[config.mk]
export PLATFORM = sky130hd
export DESIGN_NAME = seg7_scan_ctrl
export DESIGN_NICKNAME = d
export VERILOG_FILES = /design/src/rtl/seg7_scan_ctrl.sv
export SDC_FILE = /design/constraint.sdc
export NUM_CORES = 1
export LEC_CHECK = 0
export ABC_AREA = 1
export CAP_MARGIN = 25
export CORE_ASPECT_RATIO = 0.6
export CORE_MARGIN = 2
export CORE_UTILIZATION = 36
export DETAILED_ROUTE_END_ITERATION = 10
export GPL_TIMING_DRIVEN = 0
export SLEW_MARGIN = 5
export SYNTH_ARGS = -nofsm -noshare
export SYNTH_HDL_FRONTEND = slang
export SYNTH_SLANG_ARGS = --single-unit
[constraint.sdc]
create_clock -name clk -period 5.4 [get_ports clk]
set_input_delay 0.54 -clock clk [delete_from_list [all_inputs] [get_ports clk]]
set_output_delay 0.54 -clock clk [all_outputs]
set_load 0.005 [all_outputs]
[src/rtl/seg7_scan_ctrl.sv]
// Multiplexed 4-digit seven-segment scanner: BLANK/SHOW time slots per digit,
// double-buffered display value swapped only at the frame wrap.
module seg7_scan_ctrl #(
  parameter int CLK_DIV   = 100000,
  parameter int BLANK_CYC = 1000
) (
  input  logic        clk,
  input  logic        rst,
  input  logic [15:0] value,
  input  logic [3:0]  dp,
  input  logic        load,
  input  logic [3:0]  en_mask,
  input  logic        lz_sup,
  output logic [3:0]  nibble,
  input  logic [6:0]  seg7,
  output logic [3:0]  an,
  output logic [7:0]  seg_n,
  output logic        frame_done,
  output logic        pending
);

  localparam int MAXC = (CLK_DIV > BLANK_CYC) ? CLK_DIV : BLANK_CYC;
  localparam int CW   = $clog2(MAXC);
  localparam logic [CW-1:0] SHOW_LAST  = CW'(CLK_DIV - 1);
  localparam logic [CW-1:0] BLANK_LAST = CW'(BLANK_CYC - 1);

  typedef enum logic {BLANK, SHOW} state_t;

  state_t      state_q;
  logic [1:0]  idx_q;
  logic [CW-1:0] cnt_q;
  logic [15:0] active_q, shadow_q;
  logic [3:0]  active_dp_q, shadow_dp_q;
  logic        pending_q;
  logic [3:0]  an_q;
  logic [7:0]  seg_n_q;
  logic        frame_done_q;

  logic        show_end, blank_end, boundary;
  logic [3:0]  zero, lead_z, supp, an_d;

  always_comb begin
    show_end  = (state_q == SHOW)  && (cnt_q == SHOW_LAST);
    blank_end = (state_q == BLANK) && (cnt_q == BLANK_LAST);
    boundary  = show_end && (idx_q == 2'd3);
    for (int n = 0; n < 4; n++) zero[n] = (active_q[4*n +: 4] == 4'h0);
    // lead_z[n]: digits 3..n all zero; digit 0 is never blanked as a leading zero
    lead_z[3] = zero[3];
    lead_z[2] = lead_z[3] & zero[2];
    lead_z[1] = lead_z[2] & zero[1];
    lead_z[0] = 1'b0;
    supp = ~en_mask | (lead_z & {4{lz_sup}});
    an_d = 4'hF;
    if (state_q == SHOW && !supp[idx_q]) an_d[idx_q] = 1'b0;
  end

  always_ff @(posedge clk or posedge rst) begin
    if (rst) begin
      state_q      <= BLANK;
      idx_q        <= 2'd0;
      cnt_q        <= '0;
      active_q     <= '0;
      active_dp_q  <= '0;
      shadow_q     <= '0;
      shadow_dp_q  <= '0;
      pending_q    <= 1'b0;
      an_q         <= 4'hF;
      seg_n_q      <= 8'hFF;
      frame_done_q <= 1'b0;
    end else begin
      case (state_q)
        BLANK: begin
          if (blank_end) begin
            state_q <= SHOW;
            cnt_q   <= '0;
          end else cnt_q <= cnt_q + 1'b1;
        end
        default: begin
          if (show_end) begin
            state_q <= BLANK;
            cnt_q   <= '0;
            idx_q   <= (idx_q == 2'd3) ? 2'd0 : idx_q + 2'd1;
          end else cnt_q <= cnt_q + 1'b1;
        end
      endcase

      // A load on the wrap cycle bypasses the shadow entirely
      if (boundary) begin
        if (load) begin
          active_q    <= value;
          active_dp_q <= dp;
        end else if (pending_q) begin
          active_q    <= shadow_q;
          active_dp_q <= shadow_dp_q;
        end
        pending_q <= 1'b0;
      end else if (load) begin
        shadow_q    <= value;
        shadow_dp_q <= dp;
        pending_q   <= 1'b1;
      end

      an_q         <= an_d;
      seg_n_q      <= {~active_dp_q[idx_q], ~seg7};
      frame_done_q <= boundary;
    end
  end

  assign nibble     = active_q[{idx_q, 2'b00} +: 4];
  assign an         = an_q;
  assign seg_n      = seg_n_q;
  assign frame_done = frame_done_q;
  assign pending    = pending_q;

endmodule

==> metrics.md, run 1 <==
| Metric | Value |
|---|---|
| Status | `completed` |
| Top FF cell, synth | `dfrtp_1` |
| Initial antenna violation count | `0` |
| Total Wirelength | `9510 um` |
| Hold path depth | `1` |
| Commonest cells post-synth | `nand2_1, inv_1, dfrtp_1, nor2_1, nand4_1` |
| Largest net degree at the start of global routing | `62` |
| Slew HR | `0.640` |
| Pwr dens | `268 mW/mm2` |
| Total length of routed met3 wires | `732 um` |
| Cell Rows | `29` |
| H-tree levels | `3` |
| Min Hold Slack | `0.455 ns` |
| Met2 wire length | `3490 um` |
| Drt initial violations | `197` |
| DIE HEIGHT | `84.2 um` |
| Syn_nets | `521` |
| GRT Overall Usage | `0.179` |
| Cells after Synth | `481` |
| Total setup buffers inserted after CTS | `0` |
| Unrepaired setup endpoints after global routing | `no` |
| Overflow after GRT | `0` |
| R2R Setup Slk | `3.54 ns` |
| CTS root buffer | `clkbuf_16` |
| WL met1 | `5190 um` |
| IO buf count | `51` |
| Post-synth EDFFs | `0` |
| Max Freq | `344 MHz` |
| Yosys cell types | `27` |
| Clk_skew | `0.00478 ns` |
| Largest cells by area after synthesis | `dfrtp_1, nand2_1, dfstp_2, inv_1, mux2i_1` |
| Vias in the first global route | `3074` |
| Slew @ Worst Pin | `0.540 ns` |
| Worst hold path endpoint | `cnt_q[0]$_DFF_PP0_` |
| Critical path's slowest cell | `clkdlybuf4s50_1` |
| Fin crit share | `0.538` |
| CP dominant cell by count | `a21oi_1` |
| Leakage | `2.45 nW` |
| Drt first pass iters | `5` |
| Post-Syn Area | `0.00386 mm2` |
| Sink Count | `74` |
| Register bit count reported by yosys | `74` |
| Hold path startpoint | `cnt_q[0]$_DFF_PP0_` |
| Clk pin slew, worst setup/hold paths | `0.06 ns` |
| Most frequent cell after synthesis | `nand2_1` |
| DR top layer | `met4` |
| Wire per inst | `13.8 um` |
| Die width | `138 um` |
| Setup_tns | `0 ns` |
| Layout area overhead | `26.8%` |
| Fin crit period | `2.90 ns` |
| YS warnings | `0` |
| Final Setup Violations | `0` |
| First-pass GRT wire length | `15700 um` |
| Maximum vdd drop | `0.155 mV` |
| Total number of vias | `3232` |
| DRC Markers | `0` |
| Initial Util | `0.367` |
| DPL Wire Length | `7170 um` |
| Final Net Count | `584` |
| Final Hold Fails | `0` |
| ANT cells | `0` |
| Die area | `0.0116 mm2` |
| GPL Wtd Cong | `0.861` |
| CTS buffer count | `9` |
| Critical Path Start Type | `register` |
| Fill cell count | `1043` |
| Critical path arrival | `2.36 ns` |
| Worst reg2reg path depth | `6` |
| Cell taking the most area after synthesis | `dfrtp_1` |
| Clock Path Buffers | `2` |
| Max Slew Vio Count | `0` |
| CP Cell Sequence | `inv_1 > buf_1 > a21oi_1 > a21oi_1 > clkdlybuf4s50_1` |
| Seq/Total Area, Yosys | `0.483` |
| Vias per inst | `4.70` |
| Max-cap violations | `0` |
| WP buf/inv | `3` |
| Worst path required time | `4.86 ns` |
| Reg-to-reg critical path endpoint | `active_q[6]$_DFFE_PP0P_` |
| Ratio of cells with drive above 1 in the final layout | `0.102` |
| Core footprint | `0.0105 mm2` |
| Top cell type's share of synthesized area | `0.402` |
| Setup CP Type | `reg -> out` |
| Crit path capture type | `output pin` |
| Ys async rst share | `1.00` |
| Top delay family on crit path | `buffers and inverters` |
| Avg Cell Area, Syn | `8.03 um2` |
| FF-to-FF Start | `idx_q[1]$_DFFE_PP0P_` |
| CP max FO | `11` |
| Post-route ant nets | `0` |
| Hold Buf Count CTS | `0` |
| Crit path largest cell delay | `0.52 ns` |
| CTS tree | `built` |
| Worst min path class | `reg -> reg` |
| Post_cts resized | `0` |
| Clk_lat worst skew | `0.34 ns` |
| I/O Pins | `53` |
## kinds of logic after synthesis
group / count (synthesis) / share of synthesized area
AOI/OAI and AO/OA: 29 / 0.0389
xor gates and xnor gates: 11 / 0.0250
muxes: 20 / 0.0518
DFF: 74 / 0.483
and+or+nand+nor: 242 / 0.279
buffers and inverters: 100 / 0.105
adders and majority gates: 5 / 0.0162
## per-stage QoR
step | worst slack [ns] | total power [W] | cells | instance area, um2 | util
2_1_floorplan | 3.00 | 0.000631 | 481 | 3860 | -
3_3_place_gp | 1.62 | 0.000676 | 671 | 4550 | 0.432
3_5_place_dp | 2.91 | 0.000681 | 672 | 4580 | 0.435
4_1_cts | 2.54 | 0.00133 | 688 | 4900 | 0.465
5_1_grt | 2.42 | 0.00137 | 688 | 4900 | 0.465
6_report | 2.50 | 0.00131 | 688 | 4900 | 0.465
## cell usage in the layout (no fill, tap or decap), types with 2 or more instances in the layout
cell type        synthesis  layout
clkbuf_16                0       9
buf_2                    7       7
clkdlybuf4s50_1          0      51
inv_1                   72      71
clkinv_2                 0       2
dfstp_2                 12      12
inv_2                    7       7
buf_4                    2       2
dfrtp_1                 62      62
nand4_1                 32      32
bufinv_16                0       2
nand2_2                  4       4
ha_1                     5       5
mux2i_1                 20      20
xor2_1                  11      11
a21oi_1                 17      17
buf_6                    2       2
nor2_2                   3       3
nor2_1                  36      36
buf_1                    3       3
nand2_1                126     126
o21ai_0                  9       9
clkbuf_1                 7       8
nor3_1                  11      11
nand3_1                 27      27
## how the worst max path moves through the flow
stage                         start                         end  slack [ns]  depth (start not counted)
2_1_floorplan                   rst  active_dp_q[0]$_DFFE_PP0P_        3.00                          1
3_3_place_gp                    rst  active_dp_q[2]$_DFFE_PP0P_        1.62                          2
3_5_place_dp   idx_q[0]$_DFFE_PP0P_                   nibble[0]        2.91                          5
4_1_cts        idx_q[0]$_DFFE_PP0P_                   nibble[0]        2.54                          5
5_1_grt        idx_q[0]$_DFFE_PP0P_                   nibble[0]        2.42                          5
6_report       idx_q[0]$_DFFE_PP0P_                   nibble[0]        2.50                          5
## registers in the layout (all words and copies together), names as in the netlist
| signal | flops |
|---|---|
| shadow_q | 16 |
| cnt_q | 17 |
| state_q | 1 |
| an | 4 |
| idx_q | 2 |
| active_q | 16 |
| pending | 1 |
| seg_n | 8 |
| shadow_dp_q | 4 |
| frame_done | 1 |
| active_dp_q | 4 |
## area by class of cell
class | instances | area (um2) | share of cell area
clock buffers | 11 | 243 | 0.0496
repair buffers | 52 | 538 | 0.110
flip-flops and latches | 74 | 1870 | 0.381
inverters | 79 | 299 | 0.0611
clock inverters | 5 | 77.6 | 0.0158
well taps | 139 | 174 | 0.0355
multi-input cells | 307 | 1590 | 0.324
plain buffers | 21 | 110 | 0.0225
## routing by layer
| layer | track usage | vias to the layer above |
|---|---|---|
| met1 | 0.283 | 1497 |
| met4 | 0.0473 | 0 |
| met5 | 0 | - |
| met2 | 0.221 | 80 |
| li1 | - | 1647 |
| met3 | 0.0688 | 8 |
## power by group
group	total, W	leakage [nW]	internal (W)	switching, W
logic	0.0000896	1.46	0.0000459	0.0000437
registers	0.000580	0.832	0.000573	0.00000720
clock network	0.000644	0.156	0.000415	0.000229
(Power assumes the default switching activity.)
==> run 2, diff against run 1 <==
Clock period 5.4 ns to 3 ns, I/O delays scaled along.
==> results of run 2 <==
The final DEF is identical to that of run 1. Status: completed.
Among the figures that moved: setup slack after placement 2.91 ns -> 0.753 ns; setup slack after layout 2.50 ns -> 0.336 ns; hold slack 0.455 ns -> 0.239 ns; register-to-register setup slack 3.54 ns -> 1.14 ns; total power 0.00131 W -> 0.00237 W; worst IR drop on VDD 0.155 mV -> 0.279 mV
==> run 3, diff against run 2 <==
Settings changed: SLEW_MARGIN 5 to unset.
==> results of run 3 <==
The final DEF is identical to that of run 1. Status: completed.
Among the figures that moved: setup slack after placement 2.91 ns -> 0.753 ns; setup slack after layout 2.50 ns -> 0.336 ns; hold slack 0.455 ns -> 0.239 ns; register-to-register setup slack 3.54 ns -> 1.14 ns; total power 0.00131 W -> 0.00237 W; worst IR drop on VDD 0.155 mV -> 0.279 mV
